### config.mk
export PLATFORM = sky130hd
export DESIGN_NAME = ahb3lite_timer
export DESIGN_NICKNAME = d
export VERILOG_FILES = /design/src/rtl/ahb3lite_timer_pkg.sv /design/src/rtl/timer_core.sv /design/src/rtl/ahb3lite_timer.sv
export SDC_FILE = /design/constraint.sdc
export NUM_CORES = 1
export LEC_CHECK = 0
export CAP_MARGIN = 20
export CORE_MARGIN = 4
export CORE_UTILIZATION = 58
export DETAILED_ROUTE_END_ITERATION = 6
export GPL_ROUTABILITY_DRIVEN = 0
export GPL_TIMING_DRIVEN = 0
export PLACE_DENSITY_LB_ADDON = 0.2
export SLEW_MARGIN = 20
export SYNTH_ARGS = -nofsm -noshare
export SYNTH_HDL_FRONTEND = slang
export SYNTH_SLANG_ARGS = --single-unit
### constraint.sdc
create_clock -name Clk -period 3.9 [get_ports Clk]
set_clock_uncertainty 0.1 [all_clocks]
set_input_delay 0.78 -clock Clk [delete_from_list [all_inputs] [get_ports Clk]]
set_output_delay 0.78 -clock Clk [all_outputs]
set_load 0.01 [all_outputs]
### src/rtl/ahb3lite_timer_pkg.sv
// Shared constants for the AHB3-Lite timer: register offsets, CTRL bit
// positions, AHB encodings and the slave FSM state type.
package ahb3lite_timer_pkg;

  // Word index (HADDR[4:2]) of each register.
  localparam logic [2:0] REG_CTRL   = 3'd0;
  localparam logic [2:0] REG_PRESC  = 3'd1;
  localparam logic [2:0] REG_CMP    = 3'd2;
  localparam logic [2:0] REG_CNT    = 3'd3;
  localparam logic [2:0] REG_STATUS = 3'd4;

  localparam int CTRL_EN      = 0;
  localparam int CTRL_IRQ_EN  = 1;
  localparam int CTRL_ONESHOT = 2;

  localparam logic [1:0] HTRANS_IDLE   = 2'b00;
  localparam logic [1:0] HTRANS_BUSY   = 2'b01;
  localparam logic [1:0] HTRANS_NONSEQ = 2'b10;
  localparam logic [1:0] HTRANS_SEQ    = 2'b11;

  localparam logic [2:0] HSIZE_HALF = 3'b001;
  localparam logic [2:0] HSIZE_WORD = 3'b010;

  typedef enum logic [1:0] {
    ST_IDLE,
    ST_DATA,
    ST_ERR1,
    ST_ERR2
  } ahb_state_e;

  function automatic logic offset_mapped(input logic [2:0] idx);
    return idx <= REG_STATUS;
  endfunction

endpackage

### src/rtl/timer_core.sv
// Prescaler plus compare/reload counter; owns CNT and the MATCH flag and
// tells the register file when a one-shot run has finished.
module timer_core #(
  parameter int CNT_W   = 32,
  parameter int PRESC_W = 16
) (
  input  logic               Clk,
  input  logic               Rst_n,
  input  logic               en,
  input  logic               oneshot,
  input  logic [PRESC_W-1:0] presc,
  input  logic [CNT_W-1:0]   cmp,
  input  logic               start,
  input  logic               cnt_wr,
  input  logic [CNT_W-1:0]   cnt_wdata,
  input  logic               match_clr,
  output logic [CNT_W-1:0]   cnt,
  output logic               match,
  output logic               stop
);

  logic [PRESC_W-1:0] pcnt_q;
  logic [CNT_W-1:0]   cnt_q;
  logic               match_q;
  logic               tick;
  logic               hit;

  assign tick  = en && (pcnt_q == presc);
  assign hit   = tick && (cnt_q == cmp);
  assign stop  = hit && oneshot;
  assign cnt   = cnt_q;
  assign match = match_q;

  // NOTE: state is updated with non-blocking assignments so every register
  // samples the pre-edge values of the others, independent of block order.
  always_ff @(posedge Clk or negedge Rst_n) begin
    if (!Rst_n) begin
      pcnt_q <= '0;
    end else if (!en || start || tick) begin
      pcnt_q <= '0;
    end else begin
      pcnt_q <= pcnt_q + PRESC_W'(1);
    end
  end

  // A bus write to CNT overrides the tick; a hardware match beats W1C.
  always_ff @(posedge Clk or negedge Rst_n) begin
    if (!Rst_n) begin
      cnt_q   <= '0;
      match_q <= 1'b0;
    end else begin
      if (cnt_wr) begin
        cnt_q <= cnt_wdata;
      end else if (tick) begin
        cnt_q <= hit ? '0 : cnt_q + CNT_W'(1);
      end
      match_q <= hit | (match_q & ~match_clr);
    end
  end

endmodule

### src/rtl/ahb3lite_timer.sv
// AHB3-Lite slave wrapper: zero-wait-state register file with a two-cycle
// ERROR response for unmapped offsets or non-word transfers.
module ahb3lite_timer
  import ahb3lite_timer_pkg::*;
#(
  parameter int CNT_W   = 32,
  parameter int PRESC_W = 16
) (
  input  logic        Clk,
  input  logic        Rst_n,
  input  logic        HSEL,
  input  logic [31:0] HADDR,
  input  logic [1:0]  HTRANS,
  input  logic        HWRITE,
  input  logic [2:0]  HSIZE,
  input  logic [31:0] HWDATA,
  input  logic        HREADY,
  output logic [31:0] HRDATA,
  output logic        HREADYOUT,
  output logic        HRESP,
  output logic        irq
);

  ahb_state_e         state_q, state_d;
  logic [2:0]         addr_q;
  logic               write_q;
  logic [2:0]         ctrl_q;
  logic [PRESC_W-1:0] presc_q;
  logic [CNT_W-1:0]   cmp_q;
  logic [CNT_W-1:0]   cnt;
  logic               match;
  logic               core_stop;
  logic               accept, legal, wr_en;
  logic [31:0]        rd_data;
  logic               unused_bits;

  assign unused_bits = ^{HADDR[31:5], HADDR[1:0], HTRANS[0]};

  assign accept = HSEL && HTRANS[1] && HREADY;
  assign legal  = offset_mapped(HADDR[4:2]) && (HSIZE == HSIZE_WORD);
  assign wr_en  = (state_q == ST_DATA) && write_q;

  // NOTE: every always_comb output gets a default first so no path can
  // leave it unassigned and infer a latch.
  always_comb begin
    state_d = ST_IDLE;
    case (state_q)
      ST_ERR1: state_d = ST_ERR2;
      default: if (accept) state_d = legal ? ST_DATA : ST_ERR1;
    endcase
  end

  always_ff @(posedge Clk or negedge Rst_n) begin
    if (!Rst_n) begin
      state_q <= ST_IDLE;
      addr_q  <= '0;
      write_q <= 1'b0;
    end else begin
      state_q <= state_d;
      if (accept && state_q != ST_ERR1) begin
        addr_q  <= HADDR[4:2];
        write_q <= HWRITE;
      end
    end
  end

  // A CTRL write takes priority over the one-shot auto-disable.
  always_ff @(posedge Clk or negedge Rst_n) begin
    if (!Rst_n) begin
      ctrl_q  <= '0;
      presc_q <= '0;
      cmp_q   <= '1;
    end else begin
      if (wr_en && addr_q == REG_CTRL) begin
        ctrl_q <= HWDATA[2:0];
      end else if (core_stop) begin
        ctrl_q[CTRL_EN] <= 1'b0;
      end
      if (wr_en && addr_q == REG_PRESC) presc_q <= HWDATA[PRESC_W-1:0];
      if (wr_en && addr_q == REG_CMP)   cmp_q   <= HWDATA[CNT_W-1:0];
    end
  end

  timer_core #(
    .CNT_W   (CNT_W),
    .PRESC_W (PRESC_W)
  ) u_core (
    .Clk       (Clk),
    .Rst_n     (Rst_n),
    .en        (ctrl_q[CTRL_EN]),
    .oneshot   (ctrl_q[CTRL_ONESHOT]),
    .presc     (presc_q),
    .cmp       (cmp_q),
    .start     (wr_en && addr_q == REG_CTRL && HWDATA[CTRL_EN]),
    .cnt_wr    (wr_en && addr_q == REG_CNT),
    .cnt_wdata (HWDATA[CNT_W-1:0]),
    .match_clr (wr_en && addr_q == REG_STATUS && HWDATA[0]),
    .cnt       (cnt),
    .match     (match),
    .stop      (core_stop)
  );

  always_comb begin
    rd_data = '0;
    case (addr_q)
      REG_CTRL:   rd_data[2:0]         = ctrl_q;
      REG_PRESC:  rd_data[PRESC_W-1:0] = presc_q;
      REG_CMP:    rd_data[CNT_W-1:0]   = cmp_q;
      REG_CNT:    rd_data[CNT_W-1:0]   = cnt;
      REG_STATUS: rd_data[0]           = match;
      default:    rd_data              = '0;
    endcase
  end

  assign HRDATA    = (state_q == ST_DATA) ? rd_data : '0;
  assign HREADYOUT = (state_q != ST_ERR1);
  assign HRESP     = (state_q == ST_ERR1) || (state_q == ST_ERR2);
  assign irq       = match && ctrl_q[CTRL_IRQ_EN];

endmodule

# Word-level counts from Yosys, hierarchy flattened
# Index checks and enable logic that the tools add are counted.
word_totals:
  ff_bits: 106
  word_cells: 64
  out_inout_bits: 35
op_classes:
  n_mux: 14
  n_lt_le_gt_ge: 1
  n_eq_ne: 11
  addsub: 2
  bitwise_logic: 3
  reduce_logical: 23
ops:
  columns: ["op", "count"]
  rows:
  - ["32-bit two-way mux", 4]
  - ["13-bit one-hot mux with 3 select lines", 1]
  - ["32-bit by 1-bit adder with 32-bit output (second input constant)", 1]
  - ["32-bit == test", 1]
  - ["16-bit one-hot mux with 2 select lines", 1]
  - ["16-bit by 1-bit adder with 16-bit output (second input constant)", 1]
  - ["16-bit == test", 1]
  - ["1-bit logical AND", 16]
  - ["16-bit two-way mux", 1]
  - ["3-bit by 2-bit == test with 1-bit output (second input constant)", 3]
  - ["2-bit one-hot mux with 4 select lines", 1]
  - ["2-bit two-way mux", 3]
  - ["1-bit one-hot mux with 5 select lines", 1]
  - ["2-bit == test (second input constant)", 2]
  - ["2-bit nonzero test", 2]
  - ["3-bit by 1-bit == test with 1-bit output (second input constant)", 1]
  - ["3-bit == test (second input constant)", 1]
  - ["3-bit <= comparator (second input constant)", 1]
  - ["3-bit logical NOT", 1]
  - ["1-bit logical OR", 3]
  - ["2-bit by 1-bit == test with 1-bit output (second input constant)", 1]
  - ["1-bit two-way mux", 2]
  - ["2-bit != test (second input constant)", 1]
  - ["1-bit bitwise AND", 1]
  - ["3 further kinds", 3]

# Depth between registers and ports, before layout
# Gate-level depths: netlist (run 1).
depth:
  ltp_word: 7
  mapped_depth: 9
  mapped_depth_nobuf: 7

# By module
# From an unflattened synthesis (run 1), not the netlist that was laid out.
hier_totals:
  cells_unflattened: 671
  area_unflattened_um2: 6735.2
by_module_without_submodules:
  columns: ["mod", "instances", "cells_per_inst", "area_each_um2", "seq_area_each_um2"]
  rows:
  - ["timer_core", 1, 426, 3648.5, 1226.2]
  - ["ahb3lite_timer", 1, 245, 3086.7, 1466.4]

# Worst setup path after synthesis (run 1)
# OpenSTA, ideal clock, no wires.
synth_timing:
  kind: "flip-flop to output port"
  start: "register addr_q[2]"
  end: "output port HRDATA[21]"
  required_ps: 3020
  t_arrival_ps: 1760
  slack_ps: 1260
  n_path_buf: 2
  stages_incl_launch_ff: 6
  cell_sequence: "dfrtp_1 clkbuf_1 nor3b_1 clkbuf_1 a22oi_1 nor2_1"
synth_via:
  elab_chain_cells: 3
  elab_cells_between_ends: 4
  cone_classes: "eq/ne (2); mux (2)"
synth_rtl:
  columns: ["element", "line_no", "rtl"]
  rows:
  - ["start: declaration", "ahb3lite_timer.sv:25", "logic [2:0] addr_q;"]
  - ["start signal: assignment", "ahb3lite_timer.sv:61", "addr_q <= HADDR[4:2];"]
  - ["3-bit by 2-bit == test with 1-bit output", "ahb3lite_timer.sv:105", "case (addr_q)"]
  - ["16-bit one-hot mux with 2 select lines (*)", "ahb3lite_timer.sv:105", null]
  - ["32-bit two-way mux (*)", "ahb3lite_timer.sv:115", "assign HRDATA = (state_q == ST_DATA) ? rd_data : '0;"]
  - ["end: declaration", "ahb3lite_timer.sv:18", "output logic [31:0] HRDATA,"]
# Mark *: on every way between the ends. The rest lies on a longest branch, timed or not.

# Worst setup path after layout (run 1)
layout_timing:
  start: "register addr_q[2]"
  end: "output port HRDATA[30]"
# Same word-level chain as after synthesis.

==> results of run 1 <==
## state kept, by name, summed over array words and instances (netlist names)
signal         count
cmp_q             32
u_core.cnt        32
presc_q           16
u_core.pcnt_q     16
addr_q             3
ctrl_q             3
state_q            2
u_core.match       1
write_q            1
## routing by layer
layer  routed length (um)  track usage (%)  part of all wire [%]  vias up
met5                    0                0                     0        -
met4                  718             12.2                   3.7        0
met3                 1850             5.40                   9.6       65
met2                 9100             49.5                    47      374
met1                 7600             40.5                    39     2863
li1                     -                -                     -     2666
## critical path, stage by stage (launching register included)
cell and delay (ns):
dfrtp_1 0.37, clkbuf_1 0.18, nor3b_2 0.61, clkbuf_1 0.42, a22oi_1 0.17, nor2_1 0.13
clkdlybuf4s50_1 0.55
## per-stage QoR
stage                     TNS, ns  utilization [%]  setup slack [ns]  power, uW  hold WS (ns)
after floorplan                 0                -              1.26       3550         0.358
after global placement    -171.08             68.1             -2.01       4270         0.383
after detailed placement        0             68.4             0.520       4370         0.406
after CTS                       0             70.1             0.102       5030         0.239
after global routing            0             70.2            0.0937       5380         0.245
final                           0             70.2             0.221       5090         0.231
## cells in the final DEF (no fill, tap or decap), drive strengths merged, types with 21 or more instances in the layout
cell and count:
a21oi 21, a22oi 43, clkbuf 51, clkdlybuf4s50 77, dfrtp 74, dfstp 32, mux2 64, nand2 62
nand3 26, nor2 76, nor3 29, o21ai 31, xnor2 54
## where the power goes
part	total (uW)	internal [uW]	switching, uW
registers	2010	1600	415
logic	2400	1080	1330
clock network	667	245	421
## timing repair
action | CTS | global route
endpoints found under the setup margin | 0 | 14
gates resized for setup | 0 | 3
hold buffers | 0 | 0
## worst paths after layout
path / slack (ns) / end
worst min register to register: 0.43 / ctrl_q[2]$_DFFE_PN0N_
min in group Clk: 0.43 / ctrl_q[2]$_DFFE_PN0N_
max in group asynchronous: 2.77 / cmp_q[5]$_DFFE_PN1P_
worst max register to register: 0.23 / u_core.cnt[13]$_DFFE_PN0P_
worst min-delay path: 0.23 / u_core.cnt[27]$_DFFE_PN0P_
worst max-delay path: 0.22 / HRDATA[30]
## layout make-up
type / count / area [um2]
clock buffers: 9 / 124
clock inverters: 7 / 61.3
fillers: 862 / 3230
repair buffers: 79 / 810
well taps: 140 / 175
multi-input cells: 527 / 3520
plain buffers: 51 / 209
flip-flops and latches: 106 / 2690
inverters: 5 / 18.8
## logic make-up after synthesis
family / count (synthesis)
compound gates: 133
simple gates: 262
fa+ha+maj: 2
xor+xnor: 62
mux: 68
flops: 106
buf+inv: 56
==> flow_summary.toml, run 1 <==
[run_status]
outcome = "finished, final reports clean"

[clock_tree]
clockBufferDepth = 2
numCtsBuffers = 9
cts.clk_slew.worst_paths_ns = 0.11
clock-root-buffer = "clkbuf_8"
cts_tree = "yes"
htreeDepth = 3
cts.sinks = 106
clk_latency_ns = 0.38
post_cts_buffers = 0

[global_routing]
grt_pass1_vias = 5885
grt_first_pass_wirelength_um = 31000
antenna_found_initial = 0
track_usage_pct = 30.5
grt_max_degree = 61
gr-total-overflow = 0

[pwr]
p_leak_uw = 0.00290
vdd_ir_drop_max_uv = 392
p_per_area_nw_per_um2 = 669

[synth]
synth_compound_area_share_pct = 14.1
syn-num-nets = 765
yosys-top-cells-count = "nor2_1 (76), dfrtp_1 (74), mux2_2 (64)"
syn_inst = 689
ys_seq_elements = 106
synth_xor_area_share_pct = 8.45
synth.most_common_cell = "nor2_1"
synth.avg_cell_area_um2 = 9.33
syn_area_um2 = 6430
synthTopCellsByArea = "dfrtp_1 (29%), dfstp_2 (13%), mux2_2 (11%)"
synth_edf_count = 0
synth_top_area_share_pct = 28.8
ys.warnings.count = 0
synth_top_family_by_area = "simple AND/OR/NAND/NOR gates"
synth_simple_gate_area_share_pct = 19.9
synth_largest_area_cell = "dfrtp_1"
synth_ff_type = "dfrtp_1"
seq_area_frac_synth_pct = 41.9
synthAdderAreaFrac_pct = 0.389
synthArstFlopShare_pct = 100
synth.distinct_cells = 60
muxShareOfSynthArea_pct = 11.8

[placed_design]
port_buffers = 78
dp.cells = 908
dpl.hpwl_um = 14200
dpl_cell_area_um2 = 7420

[floorplan]
fp.dieW_um = 113
start_util_pct = 59.3
fp.dieArea_um2 = 12800
num_rows = 38
io_pins = 109
die_y_um = 113
core_area_um2 = 10800

[setup_path]
worstSetupStartpointType = "register"
required_ns = 3.02
worstSetupStartpoint = "addr_q[2]$_DFFE_PN0P_"
crit_path_end_kind = "output pin"
crit_arrival_ns = 2.80
cp_max_fo = 10
rr_worst_depth = 9
regToRegStartpoint = "u_core.cnt[20]$_DFFE_PN0P_"
crit_type = "reg -> out"

[sta]
rsz0062_at_grt = "false"
slew_viol_final = 0
clock.fmax_mhz = 272
slew-limit-headroom_pct = 32.4
period_needed_ns = 3.68
finalHoldViolCount = 0
period_share_pct = 94.3
setup_viol = 0
worst_pin_slew_ns = 1.01

[finish]
fin_nets = 855
finalNonFillerCells = 924
final_area_um2 = 7610
antenna_cells = 0
synthToLayoutAreaGrowth_pct = 18.3
drive_above_1_share_pct = 17.9

[drt]
drt-total-wl_um = 19300
wl_per_cell_um = 20.9
ant_nets = 0
drtIter0Drc = 669
num_vias = 5968
drc_errors = 0
first_pass_iters = 6
viasPerCell = 6.46

[flow_run]
cap_violations = 0

[hold_path]
hp-class = "in -> async"
(Power assumes the default switching activity.)
==> inputs of run 2 (changes only) <==
- SKIP_CTS_REPAIR_TIMING: not set -> 1
==> results of run 2 <==
Same layout as run 1: the final DEF is identical, and so are final timing and power.
